[src/rtl/system_types_pkg.sv]
// Shared arbiter types: default per-requester weight width and the weight typedef.
package system_types_pkg;

    localparam int ARB_WEIGHT_WIDTH = 3;

    typedef logic [ARB_WEIGHT_WIDTH-1:0] arb_weight_t;

endpackage

[src/rtl/rr_priority_select.sv]
// Rotating first-set search: lowest requesting index at or above ptr, else
// wrap around to the lowest requesting index overall.
module rr_priority_select #(
    parameter int N  = 4,
    parameter int LW = 2
) (
    input  logic [N-1:0]  req_vec,
    input  logic [LW-1:0] ptr,
    output logic          found,
    output logic [LW-1:0] sel
);

    logic          hi_found;
    logic [LW-1:0] hi_sel;
    logic [LW-1:0] lo_sel;

    // Scanning downward leaves the lowest hit in each half.
    always_comb begin
        hi_found = 1'b0;
        hi_sel   = '0;
        lo_sel   = '0;
        for (int i = N - 1; i >= 0; i--) begin
            if (req_vec[i]) begin
                lo_sel = LW'(i);
                if (i >= int'(ptr)) begin
                    hi_sel   = LW'(i);
                    hi_found = 1'b1;
                end
            end
        end
    end

    assign found = |req_vec;
    assign sel   = hi_found ? hi_sel : lo_sel;

endmodule

[src/rtl/arbiter_wrr.sv]
// Weighted round-robin arbiter: each grant holder keeps priority for up to its
// weight in accepts. Optional grant lock is enabled by ARBITER_WRR_LOCK_EN.
module arbiter_wrr
    import system_types_pkg::*;
#(
    parameter int REQUESTER_COUNT     = 4,
    parameter int LOG_REQUESTER_COUNT = $clog2(REQUESTER_COUNT),
    parameter int WEIGHT_WIDTH        = ARB_WEIGHT_WIDTH
) (
    input  logic                                    CLK,
    input  logic                                    nRST,
    input  logic [REQUESTER_COUNT-1:0]              req_vec,
    input  logic [REQUESTER_COUNT*WEIGHT_WIDTH-1:0] weight_vec,
    input  logic                                    lock_req,
    output logic                                    req_present,
    input  logic                                    ack_ready,
    output logic [REQUESTER_COUNT-1:0]              ack_one_hot,
    output logic [LOG_REQUESTER_COUNT-1:0]          ack_index
);

    localparam int LW = LOG_REQUESTER_COUNT;
    localparam int CW = WEIGHT_WIDTH + 1;

    logic [LW-1:0]           ptr, ptr_nxt;
    logic [WEIGHT_WIDTH-1:0] burst_cnt, burst_nxt;
    logic [LW-1:0]           rr_sel, sel, sel_inc;
    logic                    found;
    logic                    accept;
    logic [WEIGHT_WIDTH-1:0] w_raw;
    logic [CW-1:0]           w_eff;
    logic [CW-1:0]           count;
    logic                    continue_burst;

    rr_priority_select #(
        .N  (REQUESTER_COUNT),
        .LW (LW)
    ) u_sel (
        .req_vec (req_vec),
        .ptr     (ptr),
        .found   (found),
        .sel     (rr_sel)
    );

`ifdef ARBITER_WRR_LOCK_EN
    logic lock_valid, lock_nxt;
    logic ptr_req;

    always_comb begin
        ptr_req = 1'b0;
        for (int i = 0; i < REQUESTER_COUNT; i++)
            if (ptr == LW'(i)) ptr_req = req_vec[i];
    end

    // A live lock pins selection to the holder regardless of its weight.
    assign sel = (lock_valid && ptr_req) ? ptr : rr_sel;
`else
    logic unused_lock_req;
    assign unused_lock_req = lock_req;
    assign sel             = rr_sel;
`endif

    assign req_present = found;
    assign accept      = ack_ready & found;
    assign ack_index   = found ? sel : '0;

    always_comb begin
        ack_one_hot = '0;
        for (int i = 0; i < REQUESTER_COUNT; i++)
            ack_one_hot[i] = found && ack_ready && (sel == LW'(i));
    end

    always_comb begin
        w_raw = '0;
        for (int i = 0; i < REQUESTER_COUNT; i++)
            if (sel == LW'(i)) w_raw = weight_vec[i*WEIGHT_WIDTH +: WEIGHT_WIDTH];
    end

    // Zero weight still earns one grant per turn.
    assign w_eff   = (w_raw == '0) ? CW'(1) : {1'b0, w_raw};
    assign sel_inc = (sel == LW'(REQUESTER_COUNT - 1)) ? '0 : sel + LW'(1);

    // Credit only accumulates while the same requester stays at ptr.
    always_comb begin
        count = CW'(1);
`ifdef ARBITER_WRR_LOCK_EN
        if (!lock_valid && sel == ptr) count = {1'b0, burst_cnt} + CW'(1);
`else
        if (sel == ptr) count = {1'b0, burst_cnt} + CW'(1);
`endif
    end

    assign continue_burst = (count < w_eff);

    always_comb begin
        ptr_nxt   = ptr;
        burst_nxt = burst_cnt;
        if (accept) begin
            if (continue_burst) begin
                ptr_nxt   = sel;
                burst_nxt = count[WEIGHT_WIDTH-1:0];
            end else begin
                ptr_nxt   = sel_inc;
                burst_nxt = '0;
            end
        end
`ifdef ARBITER_WRR_LOCK_EN
        if (accept && lock_req) begin
            ptr_nxt   = sel;
            burst_nxt = '0;
        end
`endif
    end

`ifdef ARBITER_WRR_LOCK_EN
    always_comb begin
        lock_nxt = lock_valid;
        if (accept)
            lock_nxt = lock_req;
        else if (lock_valid && !ptr_req)
            lock_nxt = 1'b0;
    end

    always_ff @(posedge CLK or negedge nRST) begin
        if (!nRST) lock_valid <= 1'b0;
        else       lock_valid <= lock_nxt;
    end
`endif

    always_ff @(posedge CLK or negedge nRST) begin
        if (!nRST) begin
            ptr       <= '0;
            burst_cnt <= '0;
        end else begin
            ptr       <= ptr_nxt;
            burst_cnt <= burst_nxt;
        end
    end

endmodule

[config.mk]
export PLATFORM = sky130hd
export DESIGN_NAME = arbiter_wrr
export DESIGN_NICKNAME = d
export VERILOG_FILES = /design/src/rtl/system_types_pkg.sv /design/src/rtl/rr_priority_select.sv /design/src/rtl/arbiter_wrr.sv
export SDC_FILE = /design/constraint.sdc
export NUM_CORES = 1
export LEC_CHECK = 0
export CAP_MARGIN = 25
export CORE_MARGIN = 4
export CORE_UTILIZATION = 45
export DETAILED_ROUTE_END_ITERATION = 16
export PLACE_DENSITY_LB_ADDON = 0.12
export SLEW_MARGIN = 30
export SYNTH_ARGS = -nofsm -noshare
export SYNTH_HDL_FRONTEND = slang
export SYNTH_HIERARCHICAL = 1
export SYNTH_SLANG_ARGS = --single-unit
[constraint.sdc]
create_clock -name CLK -period 6.1 [get_ports CLK]
set_clock_uncertainty 0.1 [all_clocks]
set_input_delay 1.22 -clock CLK [delete_from_list [all_inputs] [get_ports CLK]]
set_output_delay 1.22 -clock CLK [all_outputs]
set_load 0.02 [all_outputs]
==> flow_metrics.tcl, run 1 <==
set metrics [dict create \
    outcome "complete, no violations" \
    ys_seq_area_share_pct 19.16 \
    synthMuxAreaShare_pct 1.533 \
    syn_avg_cell_area_um2 7.965 \
    antenna_left 0 \
    clk_pin_slew_ns 0.04 \
    setup_viol 0 \
    start_util_pct 48.97 \
    crit_fanout 11 \
    crit_path_frequent_cell "clkdlybuf4s50_1" \
    vias 700 \
    cp.required_ns 4.78 \
    final_cell_mix "clkdlybuf4s50_1, nand2_1, ha_1" \
    drt-total-wl_um 1677 \
    crit_path_cell_trace "clkdlybuf4s50_1 -> nand3b_1 -> a2bb2oi_1 -> ha_1 -> and3_1 -> clkdlybuf4s50_1" \
    drv_slew 0 \
    grt_first_pass_wirelength_um 2801 \
    cts_resized 0 \
    dieWidth_um 46.10 \
    power.total_mw 0.3930 \
    preCtsSetupSlack_ns 1.195 \
    crit_family "buffers and inverters" \
    die-area_um2 2125 \
    area_growth_pct 44.44 \
    power.leakage_nw 0.4096 \
    crit_buf_inv 2 \
    p_per_area_nw_per_um2 416.6 \
    cts-htree-levels 1 \
    grt_use_met2_pct 29.67 \
    crit_type "in -> out" \
    synth_compound_area_share_pct 25.48 \
    layout-drive-gt1-share_pct 5.455 \
    cts_setup_buffers 0 \
    cpPeakStageDelay_ns 0.59 \
    hold_violations 0 \
    clkSinkCount 5 \
    startpoint_type "primary input" \
    final_nets 138 \
    synth_top_family_by_area "simple AND/OR/NAND/NOR gates" \
    clkLatencyLatePin_ns 0.24 \
    syn_nets 109 \
    max_slew_margin_pct 65.51 \
    ys_types 34 \
    track_usage_pct 18.33 \
    n_antenna_cell 0 \
    syn_area_um2 653.1 \
    finalWorstSetupSlack_ns 1.174 \
    ctsHoldBuffers 0 \
    drc 0 \
    cts_tree "yes" \
    max-vdd-ir-drop_v 0.0003261 \
    grt_pass1_vias 637 \
    fin_crit_sh_pct 80.76 \
    arrival_ns 3.61 \
    dr.first_iter.drc_count 7 \
    busiest_layer "met2" \
    fin_util_pct 70.73 \
    post-route-min-period_ns 4.926 \
    rsz0062_at_grt "no" \
    fmax_mhz 203.0 \
    slowest_stage "clkdlybuf4s50_1" \
    syn_inst 82 \
    cts-root-buf "clkbuf_4" \
    cts.path.max_buffers 2 \
    yosys.area_share.xor_xnor_pct 4.023 \
    tightest_slew_ns 0.5154 \
    coreArea_um2 1334 \
    fin_tns_setup_ns 0 \
    firstDrtPassIters 3 \
    place_congestion 0.8352 \
    synth_seq_cells 5 \
    hold_class "reg -> reg" \
    rows 13 \
    cap_violations 0 \
    portBuffers 25 \
    overflow 0 \
    cts_buffers 3 \
    yosys.area_share.simple_pct 31.03 \
    use_met3_pct 7.031 \
    grt_max_degree 12 \
    final_common_cell "clkdlybuf4s50_1" \
    die_y_um 46.10 \
    synthAdderAreaFrac_pct 13.41 \
    ios 27 \
    vias_per_cell 5.600 \
    critPathCaptureType "output pin" \
    gr-usage-met1_pct 23.11 \
    wl_per_cell_um 13.42 \
    antenna_found_initial 0 \
    hpwl_um 1370 \
    ys_warn_count 6 \
]
==> where the power goes <==
part / internal [mW] / switching (mW)
registers: 0.0469 / 0.0161
clock network: 0.0247 / 0.0133
logic: 0.144 / 0.148
total: 0.215 / 0.178
==> cell families (layout without fill, tap and decap cells) <==
family / after synthesis / in the layout
buffers and inverters: 8 / 36
DFF: 5 / 5
adders and majority gates: 7 / 7
AOI/OAI and AO/OA: 23 / 23
xor gates and xnor gates: 3 / 3
muxes: 1 / 1
and+or+nand+nor: 35 / 35
==> metal layers <==
metal | vias up | wire length (um)
met2 | 18 | 777
met3 | 2 | 107
met1 | 316 | 782
met5 | - | 0
met4 | 0 | 9
li1 | 364 | -
==> worst register-to-register path: cells and delay by family (launching register included) <==
kind	cells	cell delay, ns
compound gates	5	1.46
simple gates	4	0.86
fa+ha+maj	2	0.68
flops	1	0.44
==> Yosys cell counts <==
cell	n	area, um^2
nand2_1	12	45.04
and4_1	1	8.760
and2_1	3	18.77
o31ai_1	1	7.510
a221oi_1	1	8.760
buf_2	1	5.000
or2_1	1	6.260
a2bb2oi_1	1	8.760
dfrtp_1	5	125.1
a21oi_1	4	20.02
a221o_1	1	10.01
mux2i_1	1	10.01
ha_1	7	87.58
xor2_1	2	17.52
a211oi_1	4	30.03
o41a_1	1	11.26
and2_2	1	7.510
o21a_1	1	7.510
nor3b_1	4	30.03
nor2b_1	1	6.260
or4_1	1	7.510
o21ai_0	3	15.01
inv_1	6	22.52
or3_4	1	11.26
and3_1	4	25.02
a211o_1	2	17.52
o211ai_1	2	15.01
nand3b_1	3	22.52
nor2_1	1	3.750
buf_4	1	7.510
o22ai_1	1	6.260
nor3_1	2	10.01
o311ai_0	1	8.760
xnor2_1	1	8.760
==> registers in the layout, indices dropped and copies added, names as in the netlist <==
name and cells:
burst_cnt 3, ptr 2
==> metrics by stage <==
stage               hold slack, ns  cells  area, um^2
floorplan                   0.3679     82       653.1
global placement            0.4140    121       917.1
detailed placement          0.4147    121       917.1
CTS                         0.4229    125       943.4
global route                0.4419    125       943.4
finish                      0.4264    125       943.4
==> final timing paths <==
check / startpoint / endpoint / slack (ns) / cells past startpoint
worst max register to register: ptr[1] / burst_cnt[1] / 2.46 / 11
worst max-delay path: req_vec[1] / ack_one_hot[3] / 1.17 / 6
min in group asynchronous: nRST / ptr[0] / 1.09 / 1
worst min register to register: burst_cnt[2] / burst_cnt[2] / 0.43 / 2
max in group asynchronous: nRST / burst_cnt[1] / 4.61 / 1
worst min-delay path: burst_cnt[2] / burst_cnt[2] / 0.43 / 2
==> area by class of cell <==
cell class              count  area, um^2
multi-input cells          69       493.0
fillers                   121       390.4
repair buffers             26       257.7
flip-flops and latches      5       125.1
clock buffers               4       26.28
inverters                   6       22.52
well taps                  15       18.77
No activity file was read; power rests on OpenSTA's default activity.
==> run 2, diff against run 1 <==
--- a/config.mk
+++ b/config.mk
@@ -7,7 +7,7 @@
 export LEC_CHECK = 0
 export CAP_MARGIN = 25
 export CORE_MARGIN = 4
-export CORE_UTILIZATION = 45
+export CORE_UTILIZATION = 38
 export DETAILED_ROUTE_END_ITERATION = 16
 export PLACE_DENSITY_LB_ADDON = 0.12
 export SLEW_MARGIN = 30
==> constraint.sdc (replaced) <==
create_clock -name CLK -period 4.5 [get_ports CLK]
set_clock_uncertainty 0.1 [all_clocks]
set_input_delay 0.9 -clock CLK [delete_from_list [all_inputs] [get_ports CLK]]
set_output_delay 0.9 -clock CLK [all_outputs]
set_load 0.02 [all_outputs]
==> flow_metrics.tcl, run 2 (synthesized netlist as in run 1, its figures left out) <==
set metrics [dict create \
    final_nets 141 \
    worstRegToRegCells 12 \
    track_usage_pct 13.57 \
    outcome "complete, no violations" \
    fill_cells 158 \
    cap_violations 0 \
    hold_class "reg -> reg" \
    clkSinkCount 5 \
    dr.first_iter.drc_count 12 \
    grt_pass1_vias 653 \
    worstHoldStart "burst_cnt[1]" \
    tightest_slew_ns 0.3958 \
    crit_path_cell_trace "clkdlybuf4s50_1 -> mux2i_1 -> a211oi_1 -> buf_4 -> inv_1 -> ha_1 -> nor3b_1 -> a211o_1 -> ha_1 -> o41a_1 -> or2_1 -> or3_4 -> o211ai_1" \
    fin_tns_setup_ns 0 \
    crit_type "in -> reg" \
    area_growth_pct 48.08 \
    rows 14 \
    fin_util_pct 62.04 \
    ctsHoldBuffers 0 \
    firstDrtPassIters 4 \
    crit_fanout 7 \
    cts_resized 0 \
    drv_slew 0 \
    arrival_ns 4.18 \
    reg2reg_slack_ns 1.07 \
    vias 694 \
    clkLatencyLatePin_ns 0.24 \
    grt_first_pass_wirelength_um 2725 \
    cts_setup_buffers 0 \
    hpwl_um 1312 \
    worstHoldPathCells 2 \
    timing.rr.start "ptr[1]" \
    layout-drive-gt1-share_pct 7.965 \
    power.leakage_nw 0.4247 \
    fmax_mhz 241.8 \
    max-vdd-ir-drop_v 0.0002903 \
    power.total_mw 0.5406 \
    reg2reg_to "ptr[1]" \
    die-area_um2 2446 \
    grt_max_degree 10 \
    drt-total-wl_um 1570 \
    portBuffers 25 \
    cp.required_ns 4.55 \
    slowest_stage "clkdlybuf4s50_1" \
    coreArea_um2 1559 \
    final_cell_mix "clkdlybuf4s50_1, nand2_1, ha_1" \
    crit_path_frequent_cell "ha_1" \
    cpPeakStageDelay_ns 0.54 \
    largest_reg_flops 3 \
    max_slew_margin_pct 73.62 \
    start_util_pct 41.89 \
    top_regs "burst_cnt: 3 flops, ptr: 2 flops" \
    antenna_left 0 \
    cts.path.max_buffers 2 \
    top_register "burst_cnt" \
    critPathCaptureType "flip-flop" \
    overflow 0 \
    final_common_cell "clkdlybuf4s50_1" \
    fin_crit_sh_pct 91.91 \
    clk_pin_slew_ns 0.04 \
    hold_violations 0 \
    whs_endpoint "burst_cnt[1]" \
    post-route-min-period_ns 4.136 \
    p_per_area_nw_per_um2 559.0 \
    startpoint_type "primary input" \
    die_y_um 49.46 \
    vias_per_cell 5.380 \
    cts-root-buf "clkbuf_4" \
    n_antenna_cell 0 \
    setup_viol 0 \
    place_congestion 0.8263 \
    rsz0062_at_grt "no" \
    holdWs_ns 0.4228 \
    wl_per_cell_um 12.17 \
    antenna_found_initial 0 \
    cts_tree "yes" \
    ios 27 \
    cts-htree-levels 1 \
    drc 0 \
    cts_buffers 3 \
    dieWidth_um 49.46 \
]
[run 2: where the power goes]
group / switching (mW) / internal [mW]
logic: 0.198 / 0.205
clock network: 0.0177 / 0.0335
registers: 0.0226 / 0.0635
[run 2: critical path: cells and delay by family]
family | cells | cell delay (ns)
AO/OA/AOI/OAI | 4 | 1.12
AND/OR/NAND/NOR | 3 | 0.81
adder cells (fa/ha/maj) | 2 | 0.47
multiplexers | 1 | 0.09
buffers and inverters | 3 | 0.79
[run 2: area by class of cell]
type | count | area [um^2] | area share, %
clock buffer | 4 | 26.28 | 2.717
inverter | 6 | 22.52 | 2.329
multi-input combinational | 69 | 493.0 | 50.97
sequential | 5 | 125.1 | 12.94
tap | 16 | 20.02 | 2.070
timing repair buffer | 29 | 280.3 | 28.98
[run 2: worst max path at each step]
stage,startpoint,to,slack (ns),cells past startpoint
6_report,req_vec[1],ptr[1],0.36,13
5_1_grt,req_vec[1],ptr[1],0.16,12
4_1_cts,req_vec[1],ptr[1],0.37,13
3_5_place_dp,req_vec[1],ptr[1],0.13,13
3_3_place_gp,req_vec[1],ptr[1],0.14,13
2_1_floorplan,req_vec[0],ptr[0],0.56,11
[run 2: per-stage QoR]
step	cells	setup slack, ns	instance area (um^2)
after floorplan	82	0.5569	653.1
after global placement	125	0.1390	940.9
after detailed placement	125	0.1268	940.9
after CTS	129	0.3657	967.2
after global routing	129	0.1646	967.2
final	129	0.3641	967.2
[run 2: per-layer routing]
metal / routed length, um / track usage [%] / up-vias
met5: 0 / 0 / -
met4: 0 / 1.382 / 0
met3: 59 / 4.217 / 0
met2: 720 / 23.44 / 17
met1: 789 / 17.06 / 308
li1: - / - / 369
